[src/rtl/uart_rx_fifo.sv]
// UART receiver (16x oversampling, 2-of-3 vote) feeding a show-ahead word+flags FIFO; `UART_RX_BREAK_DET_EN adds break detection.
// A word is visible the clock after PUSH; a push into a full FIFO is dropped and sets sticky overrun.
module uart_rx_fifo #(
  parameter int CLK_DIV    = 4,
  parameter int DATA_W     = 8,
  parameter int PARITY     = 1,
  parameter int STOP_BITS  = 1,
  parameter int FIFO_DEPTH = 4
) (
  input  logic                          clk,
  input  logic                          rst,
  input  logic                          rx,
  input  logic                          rd_en,
  output logic [DATA_W-1:0]             DATA_out,
  output logic                          parity_error,
  output logic                          stop_error,
  output logic                          op_valid,
  output logic                          overrun,
  output logic [$clog2(FIFO_DEPTH):0]   fifo_count,
  output logic                          break_det
);

  localparam int DIV_W = (CLK_DIV > 1) ? $clog2(CLK_DIV) : 1;
  localparam int PW    = $clog2(FIFO_DEPTH);
  localparam int CW    = PW + 1;
  localparam int BW    = $clog2(DATA_W);
  localparam int WW    = DATA_W + 2;

  typedef enum logic [2:0] {
    S_IDLE,
    S_START,
    S_DATA,
    S_PAR,
    S_STOP,
    S_PUSH,
    S_BRK
  } state_t;

  state_t state, state_nxt;

  logic rx_s1, rx_s2, rx_d;
  logic start_edge;

  always_ff @(posedge clk or negedge rst) begin
    if (!rst) begin
      rx_s1 <= 1'b1;
      rx_s2 <= 1'b1;
      rx_d  <= 1'b1;
    end else begin
      rx_s1 <= rx;
      rx_s2 <= rx_s1;
      rx_d  <= rx_s2;
    end
  end

  assign start_edge = rx_d & ~rx_s2;

  logic [DIV_W-1:0] div_cnt;
  logic             tick;
  logic             div_clr;
  logic [3:0]       tick_cnt;
  logic             frame_init;

  assign tick = (div_cnt == DIV_W'(CLK_DIV - 1));

  always_ff @(posedge clk or negedge rst) begin
    if (!rst) begin
      div_cnt <= '0;
    end else if (div_clr || tick) begin
      div_cnt <= '0;
    end else begin
      div_cnt <= div_cnt + DIV_W'(1);
    end
  end

  always_ff @(posedge clk or negedge rst) begin
    if (!rst) begin
      tick_cnt <= '0;
    end else if (frame_init) begin
      tick_cnt <= '0;
    end else if (tick) begin
      tick_cnt <= tick_cnt + 4'd1;
    end
  end

  // Ticks 7 and 8 are held; tick 9 votes with the live synchronised value.
  logic s7, s8, maj, eval;

  always_ff @(posedge clk or negedge rst) begin
    if (!rst) begin
      s7 <= 1'b1;
      s8 <= 1'b1;
    end else if (tick) begin
      if (tick_cnt == 4'd7) s7 <= rx_s2;
      if (tick_cnt == 4'd8) s8 <= rx_s2;
    end
  end

  assign maj  = (s7 & s8) | (s7 & rx_s2) | (s8 & rx_s2);
  assign eval = tick && (tick_cnt == 4'd9);

  logic [DATA_W-1:0] shreg;
  logic [BW-1:0]     bit_cnt;
  logic              stop_cnt;
  logic              par_err;
  logic              stop_err;
  logic              exp_par;
  logic              shift_en, par_chk, stop_chk, push_en;

  assign exp_par = (PARITY == 2) ? ~(^shreg) : ^shreg;

`ifdef UART_RX_BREAK_DET_EN
  logic all_zero;
  logic brk_hit;

  always_ff @(posedge clk or negedge rst) begin
    if (!rst) begin
      all_zero <= 1'b0;
    end else if (frame_init) begin
      all_zero <= 1'b1;
    end else if (shift_en || par_chk || stop_chk) begin
      all_zero <= all_zero & ~maj;
    end
  end

  assign break_det = brk_hit;
`else
  assign break_det = 1'b0;
`endif

  always_ff @(posedge clk or negedge rst) begin
    if (!rst) begin
      state <= S_IDLE;
    end else begin
      state <= state_nxt;
    end
  end

  always_comb begin
    state_nxt = state;
    case (state)
      S_IDLE:  if (start_edge) state_nxt = S_START;
      S_START: if (eval) state_nxt = maj ? S_IDLE : S_DATA;
      S_DATA:  if (eval && (bit_cnt == BW'(DATA_W - 1)))
                 state_nxt = (PARITY != 0) ? S_PAR : S_STOP;
      S_PAR:   if (eval) state_nxt = S_STOP;
      S_STOP:  if (eval && (stop_cnt == 1'(STOP_BITS - 1))) state_nxt = S_PUSH;
`ifdef UART_RX_BREAK_DET_EN
      S_PUSH:  state_nxt = all_zero ? S_BRK : S_IDLE;
      S_BRK:   if (tick && rx_s2) state_nxt = S_IDLE;
`else
      S_PUSH:  state_nxt = S_IDLE;
`endif
      default: state_nxt = S_IDLE;
    endcase
  end

  always_comb begin
    div_clr    = 1'b0;
    frame_init = 1'b0;
    shift_en   = 1'b0;
    par_chk    = 1'b0;
    stop_chk   = 1'b0;
    push_en    = 1'b0;
`ifdef UART_RX_BREAK_DET_EN
    brk_hit    = 1'b0;
`endif
    case (state)
      S_IDLE: begin
        div_clr    = start_edge;
        frame_init = start_edge;
      end
      S_DATA: shift_en = eval;
      S_PAR:  par_chk  = eval;
      S_STOP: stop_chk = eval;
`ifdef UART_RX_BREAK_DET_EN
      S_PUSH: begin
        push_en = ~all_zero;
        brk_hit = all_zero;
        div_clr = 1'b1;
      end
      // Any low sample restarts the one-tick high qualification.
      S_BRK:  div_clr = ~rx_s2;
`else
      S_PUSH: push_en = 1'b1;
`endif
      default: ;
    endcase
  end

  always_ff @(posedge clk or negedge rst) begin
    if (!rst) begin
      shreg    <= '0;
      bit_cnt  <= '0;
      stop_cnt <= 1'b0;
      par_err  <= 1'b0;
      stop_err <= 1'b0;
    end else if (frame_init) begin
      shreg    <= '0;
      bit_cnt  <= '0;
      stop_cnt <= 1'b0;
      par_err  <= 1'b0;
      stop_err <= 1'b0;
    end else begin
      if (shift_en) begin
        shreg   <= {maj, shreg[DATA_W-1:1]};
        bit_cnt <= bit_cnt + BW'(1);
      end
      if (par_chk) par_err <= maj ^ exp_par;
      if (stop_chk) begin
        stop_cnt <= stop_cnt + 1'b1;
        if (!maj) stop_err <= 1'b1;
      end
    end
  end

  logic [WW-1:0] mem [FIFO_DEPTH];
  logic [PW-1:0] wptr, rptr, rptr_nxt;
  logic [CW-1:0] count, cnt_nxt;
  logic [WW-1:0] din, head_q, head_nxt;
  logic          full, empty, pop, push_ok, drop;

  assign din      = {stop_err, (PARITY != 0) ? par_err : 1'b0, shreg};
  assign full     = (count == CW'(FIFO_DEPTH));
  assign empty    = (count == '0);
  assign pop      = rd_en && op_valid;
  assign push_ok  = push_en && (!full || pop);
  assign drop     = push_en && full && !pop;
  assign cnt_nxt  = count + CW'(push_ok) - CW'(pop);
  assign rptr_nxt = pop ? rptr + PW'(1) : rptr;

  // The head register is loaded from next-state so every output is a flop.
  always_comb begin
    head_nxt = '0;
    if (cnt_nxt != '0) begin
      if (push_ok && (empty || ((count == CW'(1)) && pop))) begin
        head_nxt = din;
      end else begin
        head_nxt = mem[rptr_nxt];
      end
    end
  end

  always_ff @(posedge clk) begin
    if (push_ok) mem[wptr] <= din;
  end

  always_ff @(posedge clk or negedge rst) begin
    if (!rst) begin
      wptr     <= '0;
      rptr     <= '0;
      count    <= '0;
      head_q   <= '0;
      op_valid <= 1'b0;
      overrun  <= 1'b0;
    end else begin
      if (push_ok) wptr <= wptr + PW'(1);
      rptr     <= rptr_nxt;
      count    <= cnt_nxt;
      head_q   <= head_nxt;
      op_valid <= (cnt_nxt != '0);
      if (drop) begin
        overrun <= 1'b1;
      end else if (pop) begin
        overrun <= 1'b0;
      end
    end
  end

  assign DATA_out     = head_q[DATA_W-1:0];
  assign parity_error = head_q[DATA_W];
  assign stop_error   = head_q[DATA_W+1];
  assign fifo_count   = count;

endmodule
[config.mk]
export PLATFORM = sky130hd
export DESIGN_NAME = uart_rx_fifo
export DESIGN_NICKNAME = d
export VERILOG_FILES = /design/src/rtl/uart_rx_fifo.sv
export SDC_FILE = /design/constraint.sdc
export NUM_CORES = 1
export LEC_CHECK = 0
export BUFFER_PORTS_ARGS = -buffer_cell sky130_fd_sc_hd__buf_2
export CORE_MARGIN = 5
export CORE_UTILIZATION = 55
export CTS_CLUSTER_SIZE = 14
export DETAILED_ROUTE_END_ITERATION = 7
export PLACE_DENSITY = 0.72
export REMOVE_ABC_BUFFERS = 1
export SLEW_MARGIN = 20
export SYNTH_ARGS = -nofsm -noshare
export SYNTH_HDL_FRONTEND = slang
export SYNTH_SLANG_ARGS = --single-unit
export TNS_END_PERCENT = 20
[constraint.sdc]
create_clock -name clk -period 3.9 [get_ports clk]
set_input_delay 0.975 -clock clk [delete_from_list [all_inputs] [get_ports clk]]
set_output_delay 0.975 -clock clk [all_outputs]
set_load 0.05 [all_outputs]
Word-level counts from Yosys, hierarchy flattened. Memory sizes are Yosys's and may differ from the RTL's. Index checks and enable logic that the tools add are counted.

Flip-flop bits (word level): 47. Bits in writable memories: 40. Input bits: 4. Logic and storage cells: 115. Memories kept: 1.

Add/sub/neg operators: 8. Equality and inequality tests: 18. Multiplexer cells: 33. Bitwise gates (word level): 9. Reductions and logical operators: 27.

Memory list: mem (depth 4, width 10, read ports 1, clocked after memory_dff 0, write ports 1, RTL line 217) `logic [WW-1:0] mem [FIFO_DEPTH];`.

Operators with widths (number): $mux 3 (7); $mux 10 (2); $mux 1 (16); $mux 8 (2); $pmux 3 s5 (1); $eq 3x3->1 const B (4); $ne 2x2->1 const B (6); $reduce_bool 2->1 (5); $logic_and 1x1->1 (9); $eq 4x4->1 const B (2); $mux 4 (2); $reduce_xor 8->1 (1); $add 2x1->2 const B (3); $eq 3x1->1 const B (2); $eq 3x2->1 const B (2); $logic_not 3->1 (2); $mux 2 (3); $reduce_and 2->1 (3); $reduce_and 5->1 (1); $add 4x1->4 const B (1); $and 1x1->1 (4); $eq 4x3->1 const B (1); $add 3x1->3 (1); $add 3x1->3 const B (1); 9 further kinds (14).

Depth between registers and ports, before layout. Gate-level depths: netlist (run 1).

Depth after elaboration: 8. Depth in mapped cells: 14. Depth with buffers taken out: 13.

Worst setup path before layout (run 1). Ideal clock, no wire load.

Path kind: input port to flip-flop. Start: input port rd_en. End: register head_q[8]. Library setup time: 134 ps. Data arrival time: 3346 ps. Data required time: 3766 ps. Slack: 421 ps. Stages: 14. Path buffers: 3. Cells stage by stage: nand2_1 -> buf_2 -> buf_2 -> a21oi_2 -> inv_1 -> ha_1 -> inv_1 -> ha_1 -> fa_1 -> xnor2_1 -> xnor2_1 -> nor3_1 -> buf_2 -> a211oi_2.

Word-level cells in the longest chain between the ends: 7.

RTL lines: from (decl) (RTL line 13) `input logic rd_en,`; $logic_and 1x1->1 (*) (RTL line 226) `assign pop = rd_en && op_valid;`; $logic_or 1x1->1 (RTL line 227) `assign push_ok = push_en && (!full || pop);`; $logic_and 1x1->1 (RTL line 227); $add 3x1->3 (RTL line 229) `assign cnt_nxt = count + CW'(push_ok) - CW'(pop);`; $sub 3x1->3 (*) (RTL line 229); net cnt_nxt[2] (RTL line 219) `logic [CW-1:0] count, cnt_nxt;`; $reduce_bool 3->1 (*) (RTL line 235) `if (cnt_nxt != '0) begin`; $mux 10 (*) (RTL line 235); net head_nxt[8] (RTL line 220) `logic [WW-1:0] din, head_q, head_nxt;`; to (signal assigned) (RTL line 260) `head_q <= head_nxt;`; to (decl) (RTL line 220).

Mark *: on every way through the listed nets, which the timed path passes. The rest lies on a longest branch. A chain may end at the register's enable or synchronous reset.

Final worst setup path (run 1).
Start: register state[0]. End: register head_q[4].

Word-level cells in the longest chain between the ends: 7.

RTL lines: from (decl) (RTL line 39) `state_t state, state_nxt;`; from (signal assigned) (RTL line 135) `state <= state_nxt;`; $eq 3x3->1 (RTL line 168) `case (state)`; $mux 1 (RTL line 168); $logic_and 1x1->1 (RTL line 227); $add 3x1->3 (RTL line 229); $sub 3x1->3 (RTL line 229); net cnt_nxt[2] (RTL line 219); $reduce_bool 3->1 (RTL line 235); $mux 10 (RTL line 235); net head_nxt[4] (RTL line 220).

The timed path passes the listed nets, and every way through them passes these cells.

==> metrics.md, run 1 <==
| Metric | Value |
|---|---|
| Final Max Tran Viols | 0 |
| Tmin final | 3.10 ns |
| Clock Tree Buf Depth | 2 |
| Final setup fails | 0 |
| Flop2flop setup slack | 0.80 ns |
| Final Worst Setup Slack | 0.801 ns |
| FF-to-FF Start | state[0] |
| Sw Ratio | 39.4% |
| H-tree depth | 3 |
| Mean Syn Cell Area | 12.1 um2 |
| Crit. Startpoint | state[0] |
| Crit path kind | reg -> reg |
| Worst setup path endpoint | head_q[4] |
| Sw Pwr | 1160 uW |
| Area share of the largest cell type after synthesis | 28.3% |
| Slowest stage delay, CP | 0.63 ns |
| # DRC | 0 |
| Routability cong. | 0.784 |
| FF-to-FF path depth | 13 |
| Layout area overhead | 7.80% |
| Hpwl dp | 5280 um |
| Initial Utilization | 55.9% |
| TritonCTS Buffers | 9 |
| Final hold vios | 0 |
| RSZ-0062 raised after global routing | no |
| Combinational share of power | 36.7% |
| Reg2Reg Capture Point | head_q[4] |
| Initial DRC count | 97 |
| #FFs+latches synth | 87 |
| Clk slew on worst S/H paths | 0.08 ns |
| IO buf count | 18 |
| CTS tree | yes |
| Total overflow reported by the global router | 0 |
| TritonRoute pass-1 iters | 5 |
| Ys async rst share | 54.0% |
| Clk_lat worst skew | 0.37 ns |
| DIE AREA | 0.00959 mm2 |
| Worst slack, placed | 0.431 ns |
| Final instance area | 0.00458 mm2 |
| Chip Height | 97.9 um |
| Worst-path maximum fanout | 11 |
| Max Cap Viol | 0 |
| Seq/Total Area, Yosys | 56.1% |
| Vias in the first global route | 2672 |
| Clock share of power | 21.0% |
| Status | complete, no violations |
| Synth warnings | 0 |
| Pint | 1790 uW |
| Layout cell share with drive strength beyond 1 | 19.9% |
| Initial antenna violation count | 0 |
| Core area | 0.00761 mm2 |
| # resized after CTS | 0 |
| Ports | 20 |
| Placed inst area | 0.00438 mm2 |
| Power per Cell Area | 645 mW/mm2 |
| Worst path required time | 4.10 ns |
| Vias/cell | 5.74 |
| WP data arrival | 3.30 ns |
| HP Class | reg -> reg |
| WL per Instance | 17.1 um |
| Largest net degree at the start of global routing | 48 |
| Tot GR Track Use | 17.6% |
| Unique masters post-synth | 54 |
| Cts hold-fix bufs | 0 |
| Achievable frequency | 0.323 GHz |
| Post-synth top area cell | edfxtp_1 |
| Setup Buffers After CTS | 0 |
| Nets@finish | 379 |
| Leak Pwr | 0.00195 uW |
| Commonest cells after routing, fill and taps aside | dfrtp_1, edfxtp_1, mux2i_1 |
| Relative slew slack | 48.2% |
| Setup crit start kind | register |
| Top cells by area, synth | edfxtp_1, dfrtp_1, mux2i_1, ha_1, dfstp_2 |
| Peak supply drop | 0.366 mV |
| Post-Syn Area | 0.00425 mm2 |
| Clock Skew | 0.0136 ns |
| Final Core Density | 60.2% |
| Total number of vias | 2690 |
| Mapped Cells | 350 |
| Tcrit/Tclk final | 79.5% |
| CP max stage cell | dfrtp_1 |
| Post-synth EDFFs | 40 |
| Worst-margin pin slew | 0.777 ns |
| Worst Setup End Kind | register |
| Post-route ant nets | 0 |
| WL final | 8010 um |
| Seq pwr share | 42.3% |
| Antenna cells | 0 |
| Die Span X | 97.9 um |
| CP cell instances | nand3_2 -> a21oi_2 -> inv_1 -> ha_1 -> inv_1 -> ha_1 -> fa_1 -> xnor2_1 -> xnor2_1 -> nor3_2 -> buf_4 -> o21bai_1 -> a21oi_1 |
| Root buf cell | clkbuf_8 |
| First-pass GRT wire length | 13300 um |
| Sinks on Clock Net | 87 |
| Most common cell after layout, fill and taps aside | dfrtp_1 |
| Top_reg_cell synth | dfrtp_1 |
| Row cnt | 32 |
## per-stage QoR
stage                     hold slack (ns)  instances  TNS, ns  total power (uW)
final                               0.359        469        0              2950
after global placement              0.346        453        0              2320
after floorplan                     0.345        327    -6.57              2060
after global routing                0.366        469        0              3130
after detailed placement            0.349        453        0              2360
after CTS                           0.361        469        0              2970
## registers in the layout, summed over array words and instances, names as in the netlist
name	count
div_cnt	2
fifo_count	3
op_valid	1
rx_s2	1
overrun	1
tick_cnt	4
stop_err	1
stop_cnt	1
par_err	1
rx_s1	1
s7	1
wptr	2
mem	40
state	3
rx_d	1
bit_cnt	3
s8	1
head_q	10
shreg	8
rptr	2
## power by group through the flow
stage               combinational (uW)  sequential [uW]  clock (uW)
floorplan                          533             1530           0
global placement                  1060             1260           0
finish                            1080             1250         622
global route                      1180             1270         678
detailed placement                1100             1260           0
CTS                               1090             1250         632
## worst max-delay path, delay by kind of cell (launching register included)
kind / cells / cell delay [ns]
AND/OR/NAND/NOR: 2 / 0.29
XOR/XNOR: 2 / 0.30
AO/OA/AOI/OAI: 3 / 0.51
buffers and inverters: 3 / 0.37
adder cells (fa/ha/maj): 3 / 0.83
flip-flops: 1 / 0.63
## metal layers
metal | GRT usage (%) | wire length (um)
met5 | 0 | 0
met4 | 6.82 | 133
met3 | 3.36 | 303
met2 | 29.5 | 4030
met1 | 22.6 | 3540
## cell families (layout without fill, tap and decap cells)
logic type                 after synthesis  after routing  synth area share, %
buffers and inverters                   37             54                 4.42
muxes                                   32             32                 7.89
DFF                                     87             87                 56.1
AOI/OAI and AO/OA                       63             63                 11.0
and+or+nand+nor                        100            100                 12.7
xor gates and xnor gates                16             16                 3.62
adders and majority gates               14             14                 4.24
other                                    1              1               0.0882
## cells in the mapped netlist (all sizes together) (2+ instances only)
master   n
mux2     2
buf     18
nor2    26
and2     4
xor2     3
dfrtp   42
nand3   17
edfxtp  40
or3      2
o211ai   2
a21oi   12
o21ai   23
nand2   27
xnor2   12
a211oi  10
dfstp    5
nor3b    2
mux2i   29
nand4b   4
a221oi   9
ha      12
inv     14
nand3b   9
nor3     3
clkbuf   5
## final cells by class
class	instances	area, um2
Fill cell	626	3030
Sequential cell	87	2380
Multi-Input combinational cell	226	1680
Timing Repair Buffer	24	138
Tap cell	102	128
Clock buffer	9	124
Clock inverter	7	72.6
Inverter	14	52.6
## worst min-delay path by stage
stage	slack, ns	cells after the start	startpoint	endpoint
2_1_floorplan	0.35	0	rx_s1	rx_s2
3_3_place_gp	0.35	0	rx_s1	rx_s2
3_5_place_dp	0.35	0	rx_s1	rx_s2
4_1_cts	0.36	0	rx_s1	rx_s2
5_1_grt	0.37	0	rx_s1	rx_s2
6_report	0.36	0	rx_s1	rx_s2
(Power assumes the default switching activity.)
==> run 2: changes to the inputs <==
--- a/config.mk
+++ b/config.mk
@@ -10,7 +10,7 @@
 export CORE_UTILIZATION = 55
 export CTS_CLUSTER_SIZE = 14
 export DETAILED_ROUTE_END_ITERATION = 7
-export PLACE_DENSITY = 0.72
+export PLACE_DENSITY = 0.74
 export REMOVE_ABC_BUFFERS = 1
 export SLEW_MARGIN = 20
 export SYNTH_ARGS = -nofsm -noshare
==> constraint.sdc (replaced) <==
create_clock -name clk -period 2.66 [get_ports clk]
set_input_delay 0.665 -clock clk [delete_from_list [all_inputs] [get_ports clk]]
set_output_delay 0.665 -clock clk [all_outputs]
set_load 0.05 [all_outputs]
==> metrics.md, run 2 (synthesized netlist as in run 1, its figures left out) <==
| Metric | Value |
|---|---|
| Clk slew on worst S/H paths | 0.08 ns (about the same) |
| Initial DRC count | 140 (+44%) |
| Row cnt | 32 (unchanged) |
| Slowest stage delay, CP | 0.39 ns (-0.24 ns) |
| Power per Cell Area | 975 mW/mm2 (+51%) |
| H-tree depth | 3 (unchanged) |
| Final hold slack | 0.360 ns (+0.000348 ns) |
| TritonRoute pass-1 iters | 7 (+2) |
| Hold depth | 0 (unchanged) |
| Total number of vias | 2819 (+4.8%) |
| Tmin final | 2.62 ns (-0.478 ns) |
| Placed insts | 460 (+1.5%) |
| Commonest cells after routing, fill and taps aside | dfrtp_1, edfxtp_1, mux2i_1 |
| Layout cell share with drive strength beyond 1 | 25.3% (+5.4 points) |
| Layout area overhead | 13.3% |
| Reg2Reg Capture Point | head_q[4] |
| WL final | 8460 um (+5.7%) |
| Worst Setup End Kind | register |
| TritonCTS Buffers | 9 (unchanged) |
| Routability cong. | 0.737 (-6.0%) |
| Leak Pwr | 0.00207 uW (+5.9%) |
| Flop2flop setup slack | 0.04 ns (-0.76 ns) |
| Crit path kind | reg -> reg |
| Relative slew slack | 41.9% (-6.3 points) |
| Nets@finish | 395 (+4.2%) |
| WL per Instance | 17.4 um (+2.2%) |
| Final Core Density | 63.3% (+3.1 points) |
| Setup TNS | 0 ns (unchanged) |
| HP Class | reg -> reg |
| Final Max Tran Viols | 0 (unchanged) |
| Largest net degree at the start of global routing | 48 (unchanged) |
| Die Span X | 97.9 um (unchanged) |
| DIE AREA | 0.00959 mm2 (unchanged) |
| Initial Utilization | 55.9% (unchanged) |
| Core area | 0.00761 mm2 (unchanged) |
| WP data arrival | 2.81 ns (-0.49 ns) |
| Achievable frequency | 0.382 GHz (+18%) |
| Clock Tree Buf Depth | 2 (unchanged) |
| Clock Skew | 0.00793 ns (-0.00563 ns) |
| Clk_lat worst skew | 0.34 ns (-0.03 ns) |
| Top cell by count, worst path | inv_2 |
| Worst setup path endpoint | head_q[4] |
| Vias/cell | 5.81 (+1.3%) |
| Bufs and invs on worst path | 4 (+1) |
| Vias in the first global route | 2771 (+3.7%) |
| RSZ-0062 raised after global routing | yes |
| FF-to-FF path depth | 14 (+1) |
| Final Non-Filler Cells | 485 (+3.4%) |
| Total overflow reported by the global router | 0 (unchanged) |
| Antenna cells | 0 (unchanged) |
| Initial antenna violation count | 0 (unchanged) |
| Top Registers | mem x40, head_q x10, shreg x8 |
| Worst path required time | 2.85 ns (-1.25 ns) |
| CTS tree | yes |
| Peak supply drop | 0.402 mV (+9.7%) |
| Max reg flops | 40 (unchanged) |
| Setup crit start kind | register |
| Hpwl dp | 5230 um (-0.88%) |
| Tcrit/Tclk final | 98.5% (+19 points) |
| Crit. Startpoint | state[1] |
| Final hold vios | 0 (unchanged) |
| Crit path max-delay family | adder cells |
| Status | complete, no violations |
| Top reg by flops | mem |
| Post-route ant nets | 0 (unchanged) |
| IO buf count | 18 (unchanged) |
| Worst-margin pin slew | 0.871 ns (+0.0940 ns) |
| Ports | 20 (unchanged) |
| # DRC | 0 (unchanged) |
| Tot GR Track Use | 18.5% (+0.87 points) |
| CP max stage cell | dfrtp_1 |
| CP cell instances | inv_2 -> nand3_4 -> a21oi_4 -> inv_2 -> ha_4 -> inv_2 -> ha_4 -> fa_2 -> xnor2_2 -> xnor2_2 -> nor3_2 -> clkbuf_16 -> o21bai_1 -> a21oi_1 |
| Most common cell after layout, fill and taps aside | dfrtp_1 |
| Chip Height | 97.9 um (unchanged) |
| Filler cells | 558 (-11%) |
| Worst-path maximum fanout | 5 (-6) |
| Max Cap Viol | 0 (unchanged) |
| Levels on crit path | 14 (+1) |
| Final setup fails | 0 (unchanged) |
| FF-to-FF Start | state[1] |
| Sinks on Clock Net | 87 (unchanged) |
| Root buf cell | clkbuf_8 |
| First-pass GRT wire length | 14000 um (+5.5%) |
[run 2: stage by stage]
step	power [uW]	setup WS (ns)	instance area (um2)
2_1_floorplan	3020	-1.74	4120
3_3_place_gp	3470	-0.260	4450
3_5_place_dp	3530	-0.378	4450
4_1_cts	4630	0.00221	4740
5_1_grt	4980	-0.0755	4820
6_report	4700	0.0394	4820
[run 2: what timing repair did]
action,CTS,global route
endpoints found under the hold margin,0,0
gates resized for setup,7,8
endpoints found under the setup margin,1,11
setup buffers,4,5
hold buffers,0,0
pin swaps,6,6
[run 2: where the power goes]
part	leakage, uW	internal, uW	switching (uW)
Clock	0.000104	480	427
Combinational	0.000969	827	1200
Sequential	0.000995	1620	141
[run 2: worst reg2reg max path, cell delays in order (launching register included)]
cell and delay, ns:
dfrtp_1 0.39, inv_2 0.09, nand3_4 0.11, a21oi_4 0.15
inv_2 0.06, ha_4 0.26, inv_2 0.04, ha_4 0.14
fa_2 0.36, xnor2_2 0.17, xnor2_2 0.15, nor3_2 0.17
clkbuf_16 0.20, o21bai_1 0.11, a21oi_1 0.06
[run 2: how the worst min path moves through the flow]
stage          start     to  slack (ns)
2_1_floorplan  rx_s1  rx_s2        0.35
3_3_place_gp   rx_s1  rx_s2        0.35
3_5_place_dp   rx_s1  rx_s2        0.35
4_1_cts        rx_s1  rx_s2        0.36
5_1_grt        rx_s1  rx_s2        0.37
6_report       rx_s1  rx_s2        0.36
[run 2: final cells by class]
cell class	instances	area, um2	share of cell area, %
Clock buffer	12	155	3.22
Clock inverter	4	43.8	0.909
Inverter	14	52.6	1.09
Multi-Input combinational cell	226	1760	36.4
Sequential cell	87	2380	49.5
Tap cell	102	128	2.65
Timing Repair Buffer	40	298	6.18
[run 2: per-layer routing]
layer / up-vias / track usage (%) / wire length [um]
li1: 1314 / - / -
met1: 1409 / 24.5 / 3560
met2: 85 / 30.5 / 4350
met3: 11 / 3.79 / 444
met4: 0 / 6.07 / 105
met5: - / 0 / 0
==> run 3: changes to the inputs <==
--- a/config.mk
+++ b/config.mk
@@ -12,6 +12,7 @@
 export DETAILED_ROUTE_END_ITERATION = 7
 export PLACE_DENSITY = 0.74
 export REMOVE_ABC_BUFFERS = 1
+export SETUP_SLACK_MARGIN = 0.2
 export SLEW_MARGIN = 20
 export SYNTH_ARGS = -nofsm -noshare
 export SYNTH_HDL_FRONTEND = slang
==> metrics.md, run 3 (synthesized netlist as in run 1, its figures left out) <==
| Metric | Value |
|---|---|
| Final instance area | 0.00482 mm2 (unchanged) |
| Tmin final | 2.61 ns (-0.00692 ns) |
| Initial Utilization | 55.9% (unchanged) |
| Wl on met1 | 3610 um (+1.3%) |
| CTS tree | yes |
| Power per Cell Area | 976 mW/mm2 (about the same) |
| WL met3 | 439 um (-1.1%) |
| Ports | 20 (unchanged) |
| Top cell by count, worst path | inv_2 |
| DIE AREA | 0.00959 mm2 (unchanged) |
| IO buf count | 18 (unchanged) |
| # DRC | 0 (unchanged) |
| TritonRoute pass-1 iters | 4 (-3) |
| Crit path kind | reg -> reg |
| Final setup fails | 0 (unchanged) |
| Worst-margin pin slew | 0.858 ns (-0.0130 ns) |
| Clock Tree Buf Depth | 2 (unchanged) |
| Clk_lat worst skew | 0.34 ns (about the same) |
| RSZ-0062 raised after global routing | yes |
| Top Registers | mem x40, head_q x10, shreg x8 |
| Initial DRC count | 132 (-5.7%) |
| Highest metal used | met4 |
| Detail Route met2 WL | 4270 um (-1.7%) |
| Initial antenna violation count | 0 (unchanged) |
| Vias/cell | 5.77 (-0.67%) |
| Peak supply drop | 0.401 mV (-0.28%) |
| Achievable frequency | 0.383 GHz (+0.26%) |
| Relative slew slack | 42.8% (+0.87 points) |
| Final hold vios | 0 (unchanged) |
| First-pass GRT wire length | 14000 um (unchanged) |
| Worst path required time | 2.85 ns (about the same) |
| Vias in the first global route | 2775 (+0.14%) |
| Commonest cells after routing, fill and taps aside | dfrtp_1, edfxtp_1, mux2i_1 |
| Worst-path maximum fanout | 5 (unchanged) |
| WP data arrival | 2.80 ns (about the same) |
| Antenna cells | 0 (unchanged) |
| Post-route ant nets | 0 (unchanged) |
| Row cnt | 32 (unchanged) |
| HP Class | reg -> reg |
| Tot GR Track Use | 18.5% (unchanged) |
| Placed inst area | 0.00445 mm2 (unchanged) |
| Root buf cell | clkbuf_8 |
| CP cell instances | inv_2 -> nand3_4 -> a21oi_4 -> inv_2 -> ha_4 -> inv_2 -> ha_4 -> fa_2 -> xnor2_2 -> xnor2_2 -> nor3_2 -> clkbuf_16 -> o21bai_1 -> a21oi_1 |
| Layout cell share with drive strength beyond 1 | 25.3% (unchanged) |
| Most common cell after layout, fill and taps aside | dfrtp_1 |
| Clk slew on worst S/H paths | 0.08 ns (about the same) |
| Leak Pwr | 0.00207 uW (about the same) |
| Tot Pwr | 4700 uW (about the same) |
| Nets@finish | 395 (unchanged) |
| Total overflow reported by the global router | 0 (unchanged) |
| Max reg flops | 40 (unchanged) |
| Layout area overhead | 13.3% (unchanged) |
| Setup crit start kind | register |
| Total number of vias | 2800 (-0.67%) |
| Bufs and invs on worst path | 4 (unchanged) |
| Hpwl dp | 5230 um (unchanged) |
| Worst Setup End Kind | register |
| TritonCTS Buffers | 9 (unchanged) |
| Core area | 0.00761 mm2 (unchanged) |
| Cts hold-fix bufs | 0 (unchanged) |
| Status | complete, no violations |
| Top reg by flops | mem |
| Clock Skew | 0.00482 ns (-0.00310 ns) |
| Final Max Tran Viols | 0 (unchanged) |
| Largest net degree at the start of global routing | 48 (unchanged) |
| Max Cap Viol | 0 (unchanged) |
| Setup TNS | 0 ns (unchanged) |
| Tcrit/Tclk final | 98.3% (-0.26 points) |
| Crit path max-delay family | adder cells |
| Chip Height | 97.9 um (unchanged) |
| Sinks on Clock Net | 87 (unchanged) |
| H-tree depth | 3 (unchanged) |
| Routability cong. | 0.737 (unchanged) |
| WL final | 8430 um (-0.34%) |
| CP max stage cell | dfrtp_1 |
| Die Span X | 97.9 um (unchanged) |
| WL per Instance | 17.4 um (-0.34%) |
| Slowest stage delay, CP | 0.39 ns (about the same) |
==> run 3: metrics by stage <==
| step | cells | util, % | setup slack, ns | hold WS, ns |
|---|---|---|---|---|
| floorplan | 327 | - | -1.74 | 0.345 |
| global placement | 460 | 58.5 | -0.260 | 0.348 |
| detailed placement | 460 | 58.5 | -0.378 | 0.349 |
| CTS | 480 | 62.3 | 0.00221 | 0.361 |
| global route | 485 | 63.3 | -0.0753 | 0.367 |
| finish | 485 | 63.3 | 0.0463 | 0.360 |
==> run 3: path summary, 6_finish.rpt <==
kind	from	to	slack, ns	cells past startpoint
max	state[1]	head_q[4]	0.05	14
min	rx_s1	rx_s2	0.36	0
max reg2reg	state[1]	head_q[4]	0.05	14
min reg2reg	rx_s1	rx_s2	0.36	0
max in group asynchronous	rst	fifo_count[0]	1.81	2
min in group asynchronous	rst	op_valid	0.42	2
==> run 3: area by class of cell <==
type | count | area (um2)
fillers | 558 | 2790
flip-flops and latches | 87 | 2380
multi-input cells | 226 | 1760
repair buffers | 40 | 298
clock buffers | 12 | 155
well taps | 102 | 128
inverters | 14 | 52.6
clock inverters | 4 | 43.8
==> run 3: power breakdown <==
group          switching, uW  leakage (uW)  internal (uW)
sequential               141      0.000995           1620
clock                    431      0.000104            480
combinational           1200      0.000969            830
==> run 3: repair_timing <==
item	4_1_cts	5_1_grt
gates resized for setup	7	8
setup buffers	4	5
endpoints found under the hold margin	0	0
setup endpoints to repair	11	11
pin swaps	6	9
==> run 3: metal layers <==
metal / global-route usage (%) / vias to the layer above
li1: - / 1314
met1: 24.5 / 1378
met2: 30.5 / 96
met3: 3.79 / 12
met4: 6.07 / 0
met5: 0 / -
